## config.mk

```make
export PLATFORM = sky130hd
export DESIGN_NAME = mc_ctrl
export DESIGN_NICKNAME = d
export VERILOG_FILES = /design/src/rtl/mc_ctrl.sv
export SDC_FILE = /design/constraint.sdc
export NUM_CORES = 1
export LEC_CHECK = 0
export CORE_MARGIN = 2
export CORE_UTILIZATION = 42
export CTS_CLUSTER_SIZE = 28
export DETAILED_ROUTE_END_ITERATION = 6
export GPL_ROUTABILITY_DRIVEN = 0
export PLACE_DENSITY = 0.76
export SETUP_SLACK_MARGIN = 0.15
export SYNTH_ARGS = -nofsm -noshare
export SYNTH_HDL_FRONTEND = slang
export SYNTH_SLANG_ARGS = --single-unit
```

## constraint.sdc

```tcl
create_clock -name clk -period 1.8 [get_ports clk]
set_clock_uncertainty 0.2 [all_clocks]
set_input_delay 0.54 -clock clk [delete_from_list [all_inputs] [get_ports clk]]
set_output_delay 0.54 -clock clk [all_outputs]
set_load 0.02 [all_outputs]
```

## src/rtl/mc_ctrl.sv

```systemverilog
`default_nettype none
// ============================================================================
// Module      : mc_ctrl
// Description : Multicycle control unit for the MIPS core. A Moore state
//               machine sequences the shared datapath (unified memory, IR,
//               register file, ALU, PC) through 3-5 cycles per instruction
//               and counts retired instructions.
// Config      : MC_CTRL_JUMP_EN - when defined, opcode 000010 (j) executes
//               through the JUMP state; when undefined it decodes as illegal.
// Ports       : clk, rst                 - clock, synchronous active-high reset
//               op, funct, zero          - IR opcode/function fields, ALU zero
//               pc_en, iord, mem_write,
//               ir_write, reg_write,
//               reg_dst, mem_to_reg,
//               alu_src_a, alu_src_b,
//               pc_src, alu_ctl          - datapath controls
//               state                    - current state (debug)
//               illegal                  - pulse on unsupported opcode decode
//               retired                  - completed-instruction counter
// Revision    : 1.0 - initial release
// ============================================================================
module mc_ctrl #(
    parameter int CNT_W = 32
) (
    input  logic             clk,
    input  logic             rst,
    input  logic [5:0]       op,
    input  logic [5:0]       funct,
    input  logic             zero,
    output logic             pc_en,
    output logic             iord,
    output logic             mem_write,
    output logic             ir_write,
    output logic             reg_write,
    output logic             reg_dst,
    output logic             mem_to_reg,
    output logic             alu_src_a,
    output logic [1:0]       alu_src_b,
    output logic [1:0]       pc_src,
    output logic [2:0]       alu_ctl,
    output logic [3:0]       state,
    output logic             illegal,
    output logic [CNT_W-1:0] retired
);

    localparam logic [3:0] c_fetch  = 4'd0;
    localparam logic [3:0] c_decode = 4'd1;
    localparam logic [3:0] c_memadr = 4'd2;
    localparam logic [3:0] c_memrd  = 4'd3;
    localparam logic [3:0] c_memwb  = 4'd4;
    localparam logic [3:0] c_memwr  = 4'd5;
    localparam logic [3:0] c_exec   = 4'd6;
    localparam logic [3:0] c_aluwb  = 4'd7;
    localparam logic [3:0] c_branch = 4'd8;
    localparam logic [3:0] c_addiex = 4'd9;
    localparam logic [3:0] c_addiwb = 4'd10;
`ifdef MC_CTRL_JUMP_EN
    localparam logic [3:0] c_jump   = 4'd11;
    localparam logic [5:0] c_op_j   = 6'b000010;
`endif

    localparam logic [5:0] c_op_lw    = 6'b100011;
    localparam logic [5:0] c_op_sw    = 6'b101011;
    localparam logic [5:0] c_op_rtype = 6'b000000;
    localparam logic [5:0] c_op_beq   = 6'b000100;
    localparam logic [5:0] c_op_addi  = 6'b001000;

    logic [3:0]       r_state;
    logic [3:0]       w_next;
    logic [CNT_W-1:0] r_retired;
    logic             w_pc_write;
    logic             w_branch;
    logic             w_retire;

    always_comb begin
        w_next     = c_fetch;
        w_pc_write = 1'b0;
        w_branch   = 1'b0;
        w_retire   = 1'b0;
        iord       = 1'b0;
        mem_write  = 1'b0;
        ir_write   = 1'b0;
        reg_write  = 1'b0;
        reg_dst    = 1'b0;
        mem_to_reg = 1'b0;
        alu_src_a  = 1'b0;
        alu_src_b  = 2'b00;
        pc_src     = 2'b00;
        alu_ctl    = 3'b010;
        illegal    = 1'b0;
        case (r_state)
            c_fetch: begin
                ir_write   = 1'b1;
                alu_src_b  = 2'b01;
                w_pc_write = 1'b1;
                w_next     = c_decode;
            end
            c_decode: begin
                // PC + (imm << 2) lands in ALUOut for a possible beq
                alu_src_b = 2'b11;
                case (op)
                    c_op_lw, c_op_sw: w_next = c_memadr;
                    c_op_rtype:       w_next = c_exec;
                    c_op_beq:         w_next = c_branch;
                    c_op_addi:        w_next = c_addiex;
`ifdef MC_CTRL_JUMP_EN
                    c_op_j:           w_next = c_jump;
`endif
                    default: begin
                        illegal = 1'b1;
                        w_next  = c_fetch;
                    end
                endcase
            end
            c_memadr: begin
                alu_src_a = 1'b1;
                alu_src_b = 2'b10;
                w_next    = (op == c_op_lw) ? c_memrd : c_memwr;
            end
            c_memrd: begin
                iord   = 1'b1;
                w_next = c_memwb;
            end
            c_memwb: begin
                mem_to_reg = 1'b1;
                reg_write  = 1'b1;
                w_retire   = 1'b1;
            end
            c_memwr: begin
                iord      = 1'b1;
                mem_write = 1'b1;
                w_retire  = 1'b1;
            end
            c_exec: begin
                alu_src_a = 1'b1;
                case (funct)
                    6'b100010: alu_ctl = 3'b110;
                    6'b100100: alu_ctl = 3'b000;
                    6'b100101: alu_ctl = 3'b001;
                    6'b101010: alu_ctl = 3'b111;
                    default:   alu_ctl = 3'b010;
                endcase
                w_next = c_aluwb;
            end
            c_aluwb: begin
                reg_dst   = 1'b1;
                reg_write = 1'b1;
                w_retire  = 1'b1;
            end
            c_branch: begin
                alu_src_a = 1'b1;
                alu_ctl   = 3'b110;
                w_branch  = 1'b1;
                pc_src    = 2'b01;
                w_retire  = 1'b1;
            end
            c_addiex: begin
                alu_src_a = 1'b1;
                alu_src_b = 2'b10;
                w_next    = c_addiwb;
            end
            c_addiwb: begin
                reg_write = 1'b1;
                w_retire  = 1'b1;
            end
`ifdef MC_CTRL_JUMP_EN
            c_jump: begin
                pc_src     = 2'b10;
                w_pc_write = 1'b1;
                w_retire   = 1'b1;
            end
`endif
            default: begin
                // unused encodings: everything low, recover to FETCH
                alu_ctl = 3'b000;
                w_next  = c_fetch;
            end
        endcase
    end

    assign pc_en   = w_pc_write | (w_branch & zero);
    assign state   = r_state;
    assign retired = r_retired;

    always_ff @(posedge clk) begin
        if (rst) begin
            r_state   <= c_fetch;
            r_retired <= '0;
        end else begin
            r_state <= w_next;
            if (w_retire) begin
                r_retired <= r_retired + CNT_W'(1);
            end
        end
    end

endmodule
`default_nettype wire

```

* After elaboration in Yosys (flattened, before gate mapping) *
Cells that the tools add are included.

storage, ports and cells
  flip-flop bits (word level) = 36
  input bits = 15
  output and inout bits = 52
  logic and storage cells = 51

cells by class
  $add $sub $neg = 1
  equal/unequal tests = 18
  mux-type cells = 18
  bitwise operators = 2
  reductions and logical operators = 10

operator list
  cell                                                             number
  6-bit == test, second input constant                             6
  32-bit by 1-bit adder with 32-bit output, second input constant  1
  4-bit one-hot mux with 6 select lines                            1
  4-bit by 3-bit == test with 1-bit output, second input constant  4
  4-bit one-hot mux with 4 select lines                            1
  4-bit == test, second input constant                             3
  1-bit two-way mux                                                12
  3-bit one-hot mux with 4 select lines                            1
  5-bit OR reduction                                               2
  3-bit one-hot mux with 3 select lines                            1
  9-bit OR reduction                                               1
  4-bit by 2-bit == test with 1-bit output, second input constant  2
  6-bit by 3-bit == test with 1-bit output, second input constant  1
  6-bit by 4-bit == test with 1-bit output, second input constant  1
  6-bit logical NOT                                                1
  2-bit one-hot mux with 3 select lines                            1
  2-bit OR reduction                                               3
  4-bit by 1-bit == test with 1-bit output, second input constant  1
  4-bit logical NOT                                                1
  4-bit OR reduction                                               1
  3-bit two-way mux                                                1
  3-bit OR reduction                                               1
  1-bit AND                                                        1
  1-bit bitwise OR                                                 1

* Longest topological paths before layout *
  depth after elaboration = 4
  depth in mapped cells = 7

* Worst setup path before layout *
Ideal clock, no wire load.

  path kind = register -> output
  from = register r_state[2], in the netlist state[2]
  to = output pc_en
  arrival time = 1665 ps
  data required time = 1060 ps
  slack = -605 ps
  stages on the path, launching flop included = 4
  path buffers = 1
  cells stage by stage = dfxtp_1 clkbuf_1 nor4_1 a21o_1

on the way
  elaborated cells between the ends (all ways) = 6
  those cells by class = eq/ne: 1; mux: 2; bitwise: 2; reduce/logical: 1

RTL lines
  element                 RTL line  text
  from (decl)             68        logic [3:0] r_state;
  from (signal assigned)  187       r_state <= c_fetch;
  from (signal assigned)  190       r_state <= w_next;
  4-bit logical NOT       --
  1-bit two-way mux       --
  via ir_write            33        output logic ir_write,
  1-bit bitwise OR        181       assign pc_en = w_pc_write | (w_branch & zero);
  to (decl)               30        output logic pc_en,

The timed path passes the listed nets, and every way through them passes these cells.

* Worst setup path after layout *
  from = input funct[4]
  to = output alu_ctl[1]

on the way
  cells in the longest elaborated chain, start to end = 3
  elaborated cells between the ends (all ways) = 6
  those cells by class = eq/ne: 4; mux: 2

ends and longest elaborated chain
  element                                  RTL line  text
  from (decl)                              28        input logic [5:0] funct,
  6-bit == test                            136       case (funct)
  3-bit one-hot mux with 4 select lines *  136
  3-bit one-hot mux with 3 select lines *  91        case (r_state)
  to (decl)                                40        output logic [2:0] alu_ctl,

Mark *: on every way between the ends. The rest lies on a longest branch, timed or not.

==> impl_metrics.yaml <==
worst_setup_path:
  path_buf_inv: 2
  cp_slowest_cell: "nor4b_4"
  worst-setup-path-type: "input port to primary output"
  crit_family: "simple AND/OR/NAND/NOR gates"
  worstPathArrival_ps: 1530
  crit_path_frequent_cell: "buf_6"
  cp.required_ps: 1060
  worst_setup_path_end_kind: "primary output"
  slowest_delay_ps: 270
  critPathLaunchType: "input port"
  crit_chain: "buf_6, nand2b_4, nor4b_4, nand2_1, o21ai_2, a22oi_2, buf_6"
  critPathMaxFanout: 2
grt:
  grt_overflow: 0
  grt_pass1_vias: 2355
  antenna_found_initial: 0
  globalRouteMet2Util_pct: 46.9
  grt_pass1_wl_um: 11200
  grt_use_met1_pct: 31.2
  grt_usage_pct: 26.3
  busiest_layer: "met2"
  grt_max_degree: 15
  grt.met3_usage_pct: 4.95
power:
  leakagePower_nw: 1.85
  ir_drop_mv: 0.383
  p_per_area_nw_per_um2: 447
drt:
  drc: 0
  dr.pass1.iters: 5
  drt_iter0_drc: 137
  vias: 2661
  routed_wl_um: 9110
  wl_per_cell_um: 19.9
  viasPerCell: 5.82
  antenna_left: 0
cells_and_area:
  nets: 405
  antenna_cells: 0
  layoutNonFillerInstCount: 457
  drive_gt1_share_pct: 65.1
  syn2layout_area_growth_pct: 95.1
  fill_cells: 251
die:
  die-area_sq_um: 5650
  core_area_sq_um: 4820
  num_rows: 25
  die-height_um: 75.2
  initial_core_util_pct: 44.2
  die_w_um: 75.2
  ios: 67
hold_path:
  min_path_type: "register to register"
sta:
  slew_viol_final: 0
  tns_ps: -7650
  finalHoldViolCount: 0
  layout_setup_ws_ps: -469
  fmax_mhz: 441
  rsz0062_at_grt: "yes"
  min_period_ps: 2270
  post-route-period-util_pct: 126
  setup_viol: 48
synthesis:
  synth_area_per_cell_sq_um: 8.22
  synth-warning-count: 0
  netlist_instances: 259
  synth_seq_area_share_pct: 33.9
  syn-num-nets: 275
  ys_types: 45
  ys_ff_latch: 36
  synth_area_sq_um: 2130
cts:
  cts_buffers: 5
  cts_root_buf: "clkbuf_8"
  h-tree-depth: 2
  ctsHoldBuffers: 0
  cts_tree: "yes"
  clock-sinks: 36
  cts_buffer_depth: 2
  clk_pin_slew_worst_paths_ps: 80
  clk_latency_ps: 300
job:
  cap_violations: 0
placement:
  dpl.hpwl_um: 4510
  dpl.cell_count: 422
  portBuffers: 65
status:
  failed_checks: "negative setup slack"
  status: "complete, but fails checks"
[routing by layer]
layer  wire, um  vias up
li1           -     1180
met1       3590     1305
met2       4700      150
met3        516       26
met4        310        0
met5          0        -
[what timing repair did]
| item | CTS | global route |
|---|---|---|
| cloned | 1 | 1 |
| setup endpoints to repair | 85 | 59 |
| resized for setup | 308 | 48 |
| pin swaps | 51 | 36 |
| buffers inserted | 13 | 12 |
[worst paths after layout]
| check | slack (ps) | startpoint | cells after the start | endpoint |
|---|---|---|---|---|
| setup / recovery | -470 | funct[4] | 7 | alu_ctl[1] |
| hold / removal | 290 | retired[1]$_SDFFE_PP0P_ | 2 | retired[1]$_SDFFE_PP0P_ |
| setup reg to reg | -190 | state[3]$_SDFF_PP0_ | 7 | retired[22]$_SDFFE_PP0P_ |
| hold reg to reg | 290 | retired[1]$_SDFFE_PP0P_ | 2 | retired[1]$_SDFFE_PP0P_ |
[Yosys cell counts, drive strengths merged]
master,number,area share [%]
xnor2,17,7.0
or3,1,0.29
nor4,9,4.8
and2,4,1.2
ha,1,0.59
nand3b,1,0.35
clkbuf,8,1.5
nand2,19,3.4
and2b,1,0.35
a31o,1,0.41
nor3,12,2.8
inv,4,0.71
o21ba,1,0.47
xor2,12,4.9
and3,6,1.8
a22oi,2,0.71
a21o,6,2.1
a31oi,2,0.59
nor2,38,6.7
o21ai,6,1.4
nor4b,5,2.6
buf,8,2.8
nand4b,1,0.41
and4,9,3.8
conb,1,0.18
nand3,11,2.8
dfxtp,36,34
a21boi,1,0.35
nand4,14,4.7
a21oi,12,3.0
o21a,1,0.35
nand2b,6,1.8
nor3b,3,1.3
[logic make-up after synthesis]
logic type,after synthesis,synth area share (%)
flip-flops,36,33.9
other,1,0.176
adder cells (fa/ha/maj),1,0.588
buffers and inverters,20,4.94
AND/OR/NAND/NOR,140,39.1
XOR/XNOR,29,11.9
AO/OA/AOI/OAI,32,9.41
[state kept, by name (all words and copies together) (netlist names)]
register / flops
retired: 32
state: 4
[metrics by stage]
stage | hold WS [ps] | total power (W) | util, % | instance area, sq um | setup WS, ps
2_1_floorplan | 301 | 0.000895 | - | 2640 | -300
3_3_place_gp | 263 | 0.00100 | 74.1 | 3570 | -1230
3_5_place_dp | 268 | 0.00100 | 74.1 | 3570 | -1240
4_1_cts | 276 | 0.00180 | 81.2 | 3910 | -484
5_1_grt | 303 | 0.00190 | 86.2 | 4150 | -503
6_report | 288 | 0.00186 | 86.2 | 4150 | -469
[worst min-delay path: stages, from the launching register on]
cell and delay, ps:
dfxtp_2 350, nand2_2 60, a21oi_2 40
[power breakdown]
part           switching, W  total (W)  leakage [nW]  internal [W]
clock network      0.000324   0.000813        0.0645      0.000489
registers        0.00000628   0.000781         0.311      0.000774
logic              0.000129   0.000264          1.47      0.000134
total              0.000459    0.00186          1.85       0.00140
[cell type report]
type	count	area, sq um	share of cell area [%]
clock buffers	7	96.3	2.32
clock inverters	1	30.0	0.723
inverters	4	15.0	0.362
multi-input cells	203	1840	44.4
flip-flops and latches	36	803	19.3
well taps	67	83.8	2.02
repair buffers	139	1280	30.8
[cell usage in the layout (no fill, tap or decap), drive strengths merged, types with 2 or more instances in the layout]
master,n
nor4b,5
nand2b,6
a22oi,2
and2,4
xnor2,17
clkbuf,12
inv,4
nor4,9
nand4,14
nor3,12
dfxtp,36
and4,9
clkdlybuf4s15,5
dlygate4sd2,3
a21oi,12
buf,124
nand3,11
a21o,6
nor3b,3
clkdlybuf4s50,2
nand2,19
nor2,38
xor2,12
and3,6
o21ai,6
a31oi,2
No activity file was read; power rests on OpenSTA's default activity.
